[src/rtl/elevator_pkg.sv]
// Shared types and constants for the elevator car controller and its display consumer.
package elevator_pkg;

    // sim_state encodings consumed by vgaController.
    localparam logic [1:0] SIM_IDLE      = 2'b00;
    localparam logic [1:0] SIM_MOVE_UP   = 2'b01;
    localparam logic [1:0] SIM_MOVE_DOWN = 2'b10;
    localparam logic [1:0] SIM_DOOR      = 2'b11;

    typedef enum logic [1:0] {
        StIdle     = SIM_IDLE,
        StMoveUp   = SIM_MOVE_UP,
        StMoveDown = SIM_MOVE_DOWN,
        StDoor     = SIM_DOOR
    } car_state_t;

    typedef enum logic {
        DirUp   = 1'b0,
        DirDown = 1'b1
    } dir_t;

    typedef struct packed {
        car_state_t state;
        dir_t       dir;
    } decision_t;

    function automatic int unsigned max_u(input int unsigned a, input int unsigned b);
        return (a > b) ? a : b;
    endfunction

    // Bits needed to hold values 0..cycles-1, never less than one.
    function automatic int unsigned timer_width(input int unsigned cycles);
        return (cycles <= 2) ? 1 : $clog2(cycles);
    endfunction

endpackage

[src/rtl/dwell_timer.sv]
// Loadable, enable-gated down-counter with a zero flag; shared by travel and door timing.
module dwell_timer
    import elevator_pkg::*;
#(
    parameter int unsigned WIDTH = 5
) (
    input  logic             clk,
    input  logic             rst,
    input  logic             en,
    input  logic             load,
    input  logic [WIDTH-1:0] load_val,
    output logic             zero
);

    logic [WIDTH-1:0] count_q, count_d;

    always_comb begin
        count_d = count_q;
        if (load) begin
            count_d = load_val;
        end else if (en && (count_q != '0)) begin
            count_d = count_q - WIDTH'(1);
        end
    end

    always_ff @(posedge clk or negedge rst) begin
        if (!rst) begin
            count_q <= '0;
        end else begin
            count_q <= count_d;
        end
    end

    assign zero = (count_q == '0);

endmodule

[src/rtl/elevator_scheduler.sv]
// SCAN elevator car controller: latches calls, times travel and door dwell, drives sim_state.
// Optional emergency-stop input is enabled by defining ELEVATOR_ESTOP_EN.
module elevator_scheduler
    import elevator_pkg::*;
#(
    parameter int unsigned NUM_FLOORS    = 8,
    parameter int unsigned TRAVEL_CYCLES = 16,
    parameter int unsigned DOOR_CYCLES   = 32,
    parameter int unsigned FLOOR_W       = $clog2(NUM_FLOORS)
) (
    input  logic                  clk,
    input  logic                  rst,
    input  logic                  en,
`ifdef ELEVATOR_ESTOP_EN
    input  logic                  estop,
`endif
    input  logic [NUM_FLOORS-1:0] call_req,
    output logic [NUM_FLOORS-1:0] destination,
    output logic [FLOOR_W-1:0]    cur_floor,
    output logic [1:0]            sim_state,
    output logic                  door_open,
    output logic                  arrive
);

    localparam int unsigned TIMER_W = timer_width(max_u(TRAVEL_CYCLES, DOOR_CYCLES));
    localparam logic [TIMER_W-1:0] TRAVEL_LOAD = TIMER_W'(TRAVEL_CYCLES - 1);
    localparam logic [TIMER_W-1:0] DOOR_LOAD   = TIMER_W'(DOOR_CYCLES - 1);

    car_state_t            state_q, state_d;
    dir_t                  dir_q, dir_d;
    logic [FLOOR_W-1:0]    floor_q, floor_d;
    logic [NUM_FLOORS-1:0] pending_q, pending_d;
    logic                  arrive_q, arrive_d;

    logic                  stop;
    logic                  step_en;
    logic                  timer_zero;
    logic                  timer_load;
    logic [TIMER_W-1:0]    timer_load_val;
    logic [NUM_FLOORS-1:0] cur_oh;
    logic [NUM_FLOORS-1:0] call_eff;
    logic [NUM_FLOORS-1:0] clear;
    logic [NUM_FLOORS-1:0] eval_req;
    logic [FLOOR_W-1:0]    eval_floor;
    logic                  take;
    decision_t             dec;

`ifdef ELEVATOR_ESTOP_EN
    assign stop = estop;
`else
    assign stop = 1'b0;
`endif

    assign step_en = en & ~stop;

    // Serve the current floor first, then keep direction, then reverse, else rest.
    function automatic decision_t decide(input logic [NUM_FLOORS-1:0] req,
                                         input logic [FLOOR_W-1:0]    floor,
                                         input dir_t                  dir);
        logic      above;
        logic      below;
        decision_t res;
        above = 1'b0;
        below = 1'b0;
        for (int i = 0; i < int'(NUM_FLOORS); i++) begin
            if (req[i] && (i > int'(floor))) above = 1'b1;
            if (req[i] && (i < int'(floor))) below = 1'b1;
        end
        res.dir = dir;
        if (req[floor]) begin
            res.state = StDoor;
        end else if ((dir == DirUp) && above) begin
            res.state = StMoveUp;
        end else if ((dir == DirDown) && below) begin
            res.state = StMoveDown;
        end else if (above) begin
            res.state = StMoveUp;
            res.dir   = DirUp;
        end else if (below) begin
            res.state = StMoveDown;
            res.dir   = DirDown;
        end else begin
            res.state = StIdle;
        end
        return res;
    endfunction

    always_comb begin
        cur_oh         = NUM_FLOORS'(1) << floor_q;
        // A call to the floor whose door is open is served by that open door, not latched.
        call_eff       = (state_q == StDoor) ? (call_req & ~cur_oh) : call_req;
        state_d        = state_q;
        dir_d          = dir_q;
        floor_d        = floor_q;
        arrive_d       = 1'b0;
        clear          = '0;
        take           = 1'b0;
        eval_floor     = floor_q;
        eval_req       = pending_q | call_eff;
        timer_load     = 1'b0;
        timer_load_val = TRAVEL_LOAD;

        if (step_en) begin
            case (state_q)
                StIdle: begin
                    // Idle acts on latched requests only, so a fresh call costs one latch edge.
                    take     = 1'b1;
                    eval_req = pending_q;
                end
                StMoveUp, StMoveDown: begin
                    if (timer_zero) begin
                        take       = 1'b1;
                        eval_floor = (state_q == StMoveUp) ? floor_q + FLOOR_W'(1)
                                                           : floor_q - FLOOR_W'(1);
                        floor_d    = eval_floor;
                    end
                end
                StDoor: begin
                    if (call_req[floor_q]) begin
                        timer_load     = 1'b1;
                        timer_load_val = DOOR_LOAD;
                    end else if (timer_zero) begin
                        take = 1'b1;
                    end
                end
                default: ;
            endcase
        end

        dec = decide(eval_req, eval_floor, dir_q);

        if (take) begin
            state_d = dec.state;
            dir_d   = dec.dir;
            case (dec.state)
                StMoveUp, StMoveDown: begin
                    timer_load     = 1'b1;
                    timer_load_val = TRAVEL_LOAD;
                end
                StDoor: begin
                    timer_load     = 1'b1;
                    timer_load_val = DOOR_LOAD;
                    clear          = NUM_FLOORS'(1) << eval_floor;
                    arrive_d       = 1'b1;
                end
                default: ;
            endcase
        end

        pending_d = (pending_q | call_eff) & ~clear;
    end

    always_ff @(posedge clk or negedge rst) begin
        if (!rst) begin
            state_q   <= StIdle;
            dir_q     <= DirUp;
            floor_q   <= '0;
            pending_q <= '0;
            arrive_q  <= 1'b0;
        end else begin
            state_q   <= state_d;
            dir_q     <= dir_d;
            floor_q   <= floor_d;
            pending_q <= pending_d;
            arrive_q  <= arrive_d;
        end
    end

    dwell_timer #(
        .WIDTH(TIMER_W)
    ) u_dwell_timer (
        .clk     (clk),
        .rst     (rst),
        .en      (step_en),
        .load    (timer_load),
        .load_val(timer_load_val),
        .zero    (timer_zero)
    );

    assign destination = pending_q;
    assign cur_floor   = floor_q;
    assign sim_state   = state_q;
    assign door_open   = (state_q == StDoor);
    assign arrive      = arrive_q;

endmodule

[config.mk]
export PLATFORM = sky130hd
export DESIGN_NAME = elevator_scheduler
export DESIGN_NICKNAME = d
export VERILOG_FILES = /design/src/rtl/elevator_pkg.sv /design/src/rtl/dwell_timer.sv /design/src/rtl/elevator_scheduler.sv
export SDC_FILE = /design/constraint.sdc
export NUM_CORES = 1
export LEC_CHECK = 0
export BUFFER_PORTS_ARGS = -buffer_cell sky130_fd_sc_hd__buf_2
export CAP_MARGIN = 20
export CORE_UTILIZATION = 35
export CTS_CLUSTER_DIAMETER = 80
export CTS_CLUSTER_SIZE = 12
export DETAILED_ROUTE_END_ITERATION = 8
export PLACE_DENSITY = 0.57
export SLEW_MARGIN = 20
export SYNTH_ARGS = -nofsm -noshare
export SYNTH_HDL_FRONTEND = slang
export SYNTH_HIERARCHICAL = 1
export SYNTH_SLANG_ARGS = --single-unit
[constraint.sdc]
create_clock -name clk -period 3.78 [get_ports clk]
set_clock_uncertainty 0.2 [all_clocks]
set_input_delay 0.189 -clock clk [delete_from_list [all_inputs] [get_ports clk]]
set_output_delay 0.189 -clock clk [all_outputs]
set_load 0.01 [all_outputs]
==> results.ini, run 1 <==
[outcome]
status=finished, final reports clean

[sta]
fmax_mhz=281
setup_violations=0
rsz0062_at_grt=false
maxSlewViolCount=0
finalHoldViolCount=0
tns_ns=0
period_minus_slack_ns=3.56
timing.final.crit_share=0.942

[setup_path]
end_kind=flop
rr_worst_depth=13
reg2reg_slack_ns=0.22
crit_fanout=10
cp-start-kind=flop
worstSetupStartpoint=u_dwell_timer/count_q[0]
reg2reg_from=u_dwell_timer/count_q[0]
arrival_ns=3.52
reg2reg_to=u_dwell_timer/count_q[0]
worstSetupPathType=reg -> reg
cp_data_required_time_ns=3.74

[cts]
cts_buffers=3
cts_tree=done
clkTransAtPathRegs_ns=0.08
clock_latency_ns=0.26
post_cts_buffers=0
clkSinkCount=20
cts-root-buf=clkbuf_8
h-tree-depth=1
cts_buffer_depth=2

[place]
dpl.cell_count=249
routabilityCongestion=0.939
io_buffers=25
dp_hpwl_mm=3.29

[yosys]
avgSynthCellArea_um2=8.96
yosysUniqueCellTypes=55
synth_edf_count=0
seq_area_frac_synth=0.327
synthArstFlopShare=1.00
netlist_instances=171
yosysWarnings=6
syn_area_um2=1530
synth_ff_type=dfrtp_1
synth_seq_cells=20

[grt]
grtUsageTotal=0.196
grt_pass1_vias=1343
grt_pass1_wl_mm=6.57
antenna_found_initial=0
grt_max_degree=21
overflow=0

[final_layout]
instances_no_fill=254
diodes=0
drive_above_1_share=0.260
layout_commonest_cell=a21oi_1
syn2layout_area_growth_pct=18.1
nets=222
final_cell_mix=a21oi_1, buf_2, dfrtp_1

[floorplan]
dieArea_um2=4640
fp.dieH_um=68.2
dieWidth_um=68.2
fp.coreArea_um2=4090
start_util=0.375
pin_count=26
rows=23

[worst_hold_path]
holdPathEnd=destination[0]
worstHoldPathCells=3
hold_path.class=in -> reg
hp-start=call_req[0]

[power_and_ir_drop]
leakage_nw=0.732
vdd_ir_drop_max_mv=0.235
power.density_nw_per_um2=615

[detailed_routing]
drtIter0Drc=84
ant_nets=0
drc=0
avgViaCountPerCell=5.85
wl_per_cell_um=17.0
via_count=1487
routed_wl_mm=4.31
drt_pre_antenna_iters=4

[flow_run]
cap_violations=0

logic make-up after synthesis:
group                    count (synthesis)  share of synthesized area
other                                    1                    0.00245
adder cells (fa/ha/maj)                  6                     0.0539
AND/OR/NAND/NOR                         49                      0.209
AO/OA/AOI/OAI                           70                      0.301
flip-flops                              20                      0.327
buffers and inverters                   20                     0.0596
XOR/XNOR                                 2                     0.0114
multiplexers                             3                     0.0359
sequential cells by signal (all words and copies together) (netlist names):
name,cells
destination,8
u_dwell_timer/count_q,5
cur_floor,3
sim_state,2
arrive,1
dir_q,1
routing by layer:
metal	share of wire	track usage	vias to the layer above
li1	-	-	713
met1	0.47	0.273	718
met2	0.47	0.308	52
met3	0.055	0.0317	4
met4	0.0086	0.0599	0
met5	0	0	-
repair_timing:
action                     CTS  global route
hold buffers                 1             0
gates resized for setup      0             1
setup endpoints to repair    0             5
hold endpoints to repair    20             0
per-stage QoR:
| stage | power, mW | area (µm²) | setup WS (ns) | hold slack (ns) | utilization |
|---|---|---|---|---|---|
| after detailed placement | 0.937 | 1740 | 0.166 | -0.0186 | 0.426 |
| after global placement | 0.920 | 1740 | 0.210 | -0.0254 | 0.426 |
| after floorplan | 0.747 | 1540 | 0.512 | -0.307 | - |
| final | 1.11 | 1810 | 0.218 | 0.0270 | 0.443 |
| after CTS | 1.11 | 1810 | 0.166 | 0.0232 | 0.442 |
| after global routing | 1.19 | 1810 | 0.0151 | 0.0256 | 0.443 |
cell usage after synthesis (2+ instances only):
cell type  number  area share
nand4b_1        4       0.023
or3_1           3       0.012
nand3_1         4       0.013
nand4bb_1       3       0.022
nor2_1          4      0.0098
dfrtp_1        20        0.33
nand2b_1        2      0.0082
nor2b_1         4       0.016
o211ai_1        3       0.015
and3_1          2      0.0082
buf_2           4       0.013
o21a_1          3       0.015
a22o_1          3       0.017
o21ai_0         2      0.0065
nor3_1          3      0.0098
a21oi_1        27       0.088
xnor2_1         2       0.011
mux4_2          2       0.029
a31oi_1         7       0.029
a22oi_1         3       0.015
inv_2           3      0.0074
inv_1          10       0.025
nand2_1         9       0.022
o22ai_1         6       0.025
ha_1            5       0.041
o21ai_1         4       0.013
cell type report:
class / instances / area (µm²)
fillers: 402 / 2280
flip-flops and latches: 20 / 500
repair buffers: 33 / 188
inverters: 13 / 48.8
clock buffers: 4 / 55.1
multi-input cells: 134 / 955
well taps: 50 / 62.6
worst max-delay path: stages, from the launching register on:
cell	delay, ns
dfrtp_1	0.37
inv_1	0.10
ha_1	0.17
or4b_4	0.49
inv_1	0.15
nand3_1	0.13
buf_4	0.19
a22oi_1	0.32
o22ai_1	0.11
nor3_1	0.35
a21oi_1	0.11
nor3_1	0.26
o21ai_2	0.18
o31a_1	0.32
worst max path at each step:
stage,slack (ns),end
2_1_floorplan,0.51,u_dwell_timer/count_q[0]
3_3_place_gp,0.21,u_dwell_timer/count_q[0]
3_5_place_dp,0.17,u_dwell_timer/count_q[4]
4_1_cts,0.17,u_dwell_timer/count_q[0]
5_1_grt,0.02,u_dwell_timer/count_q[0]
6_report,0.22,u_dwell_timer/count_q[0]
where the power goes:
part	total (mW)	leakage [nW]	switching, mW	internal (mW)
clock network	0.169	0.0288	0.0764	0.0929
logic	0.641	0.489	0.365	0.276
registers	0.302	0.214	0.0422	0.260
(Power assumes the default switching activity.)
==> inputs of run 2 (changes only) <==
--- a/config.mk
+++ b/config.mk
@@ -5,13 +5,13 @@
 export SDC_FILE = /design/constraint.sdc
 export NUM_CORES = 1
 export LEC_CHECK = 0
-export BUFFER_PORTS_ARGS = -buffer_cell sky130_fd_sc_hd__buf_2
-export CAP_MARGIN = 20
+export CAP_MARGIN = 5
 export CORE_UTILIZATION = 35
 export CTS_CLUSTER_DIAMETER = 80
 export CTS_CLUSTER_SIZE = 12
 export DETAILED_ROUTE_END_ITERATION = 8
-export PLACE_DENSITY = 0.57
+export DONT_BUFFER_PORTS = 1
+export PLACE_DENSITY = 0.52
 export SLEW_MARGIN = 20
 export SYNTH_ARGS = -nofsm -noshare
 export SYNTH_HDL_FRONTEND = slang
==> run 2 against run 1 <==
Sequential power rose by 4%. Final area fell by 2.4%. First-iteration DRC count increased by 45%. Flip-flop and latch count stayed put. Final cell count is 7.1% lower. Largest power group unchanged. Power decreased by 4.7%. Sequential share of layout area is 0.69 points higher.
==> results.ini, run 2 (synthesized netlist as in run 1, its figures left out) <==
[outcome]
status=finished, final reports clean

[detailed_routing]
top_layer_used=met4
routed_wl_mm=4.14
wl_per_cell_um=17.5
drtIter0Drc=122
drc=0
avgViaCountPerCell=6.05
drt_pre_antenna_iters=5
via_count=1427
met2_length_mm=1.83
met3_length_um=324
met1_length_mm=1.93
ant_nets=0

[setup_path]
end_kind=flop
arrival_ns=3.46
worstSetupPathType=reg -> reg
crit_fanout=10
reg2reg_from=u_dwell_timer/count_q[0]
reg2reg_to=u_dwell_timer/count_q[0]
cp_data_required_time_ns=3.72
reg2reg_slack_ns=0.27
cp-start-kind=flop
rr_worst_depth=14

[grt]
grt_max_degree=21
grt_pass1_wl_mm=6.47
antenna_found_initial=0
grtUsageTotal=0.193
grt_pass1_vias=1314
overflow=0

[floorplan]
rows=23
start_util=0.375
fp.coreArea_um2=4090
dieWidth_um=68.2
pin_count=26
fp.dieH_um=68.2
dieArea_um2=4640

[final_layout]
layout_commonest_cell=a21oi_1
largest_reg_flops=8
nets=204
design_area_um2=1770
drive_above_1_share=0.145
final_cell_mix=a21oi_1, dfrtp_1, inv_1, dlygate4sd3_1, nand2_1
diodes=0
syn2layout_area_growth_pct=15.3

[place]
post-place-ws_ns=0.217
routabilityCongestion=1.03
dpl_cell_area_um2=1600
io_buffers=0
dp_hpwl_mm=3.04

[sta]
tns_ns=0
setup_violations=0
worst_pin_slew_ns=0.894
period_minus_slack_ns=3.51
rsz0062_at_grt=false
finalHoldViolCount=0
whs_ns=0.0154
maxSlewViolCount=0
fmax_mhz=285
layout_setup_ws_ns=0.269
timing.final.crit_share=0.929
slew_headroom=0.402

[worst_hold_path]
hold_path.class=in -> reg
worstHoldPathCells=3
hp-start=en
holdPathEnd=u_dwell_timer/count_q[2]

[cts]
clock_latency_ns=0.26
cts_tree=done
cts-root-buf=clkbuf_8
cts_buffers=3
cts_buffer_depth=2
clkSinkCount=20
post_cts_buffers=0
clkTransAtPathRegs_ns=0.07
h-tree-depth=1

[power_and_ir_drop]
vdd_ir_drop_max_mv=0.283
leakage_nw=0.674
power.density_nw_per_um2=600

[flow_run]
cap_violations=0

## run 2: changes by cell type in the layout (fill, tap and decap cells not counted), sizes merged
cell	change
dlygate4sd3	+9
buf	-27
## run 2: how the worst max path moves through the flow
stage                             start                        to  slack (ns)  cells past startpoint
5_1_grt        u_dwell_timer/count_q[0]  u_dwell_timer/count_q[0]        0.05                     14
2_1_floorplan  u_dwell_timer/count_q[0]  u_dwell_timer/count_q[0]        0.51                     13
6_report       u_dwell_timer/count_q[0]  u_dwell_timer/count_q[0]        0.27                     14
3_3_place_gp               sim_state[1]  u_dwell_timer/count_q[0]        0.29                     12
4_1_cts        u_dwell_timer/count_q[0]  u_dwell_timer/count_q[0]        0.20                     14
3_5_place_dp   u_dwell_timer/count_q[0]  u_dwell_timer/count_q[0]        0.22                     14
## run 2: area by class of cell
cell class              count  area (µm²)
clock buffers               4        55.1
fillers                   430        2320
inverters                  13        48.8
multi-input cells         134         961
flip-flops and latches     20         500
well taps                  50        62.6
repair buffers             15         138
## run 2: stage by stage
step,total power [mW],instances,utilization
finish,1.06,236,0.432
global route,1.14,236,0.432
CTS,1.05,236,0.430
detailed placement,0.867,222,0.392
global placement,0.861,222,0.392
floorplan,0.747,174,-
## run 2: where the power goes
part	leakage, nW	internal [mW]	switching, mW
registers	0.214	0.260	0.0526
clock network	0.0288	0.0927	0.0712
logic	0.431	0.244	0.339
total	0.674	0.597	0.463
## run 2: repair_timing
action / 4_1_cts / 5_1_grt
resized for setup: 0 / 2
endpoints found under the setup margin: 0 / 4
hold endpoints to repair: 30 / 0
hold buffers: 10 / 0
## run 2: critical path: stages (launching register included)
cell and delay (ns):
dfrtp_1 0.38, inv_1 0.10, ha_1 0.17, or4b_4 0.50, inv_1 0.15, nand3_1 0.12
buf_4 0.19, a22oi_2 0.24, o22ai_1 0.14, a211oi_2 0.25, a21oi_1 0.19, nor3_1 0.22
o21ai_1 0.08, buf_4 0.16, o31a_1 0.30
## run 2: metal layers
metal  track usage  vias to the layer above
li1              -                      678
met3        0.0600                        6
met5             0                        -
met2         0.276                       51
met1         0.275                      692
met4        0.0573                        0
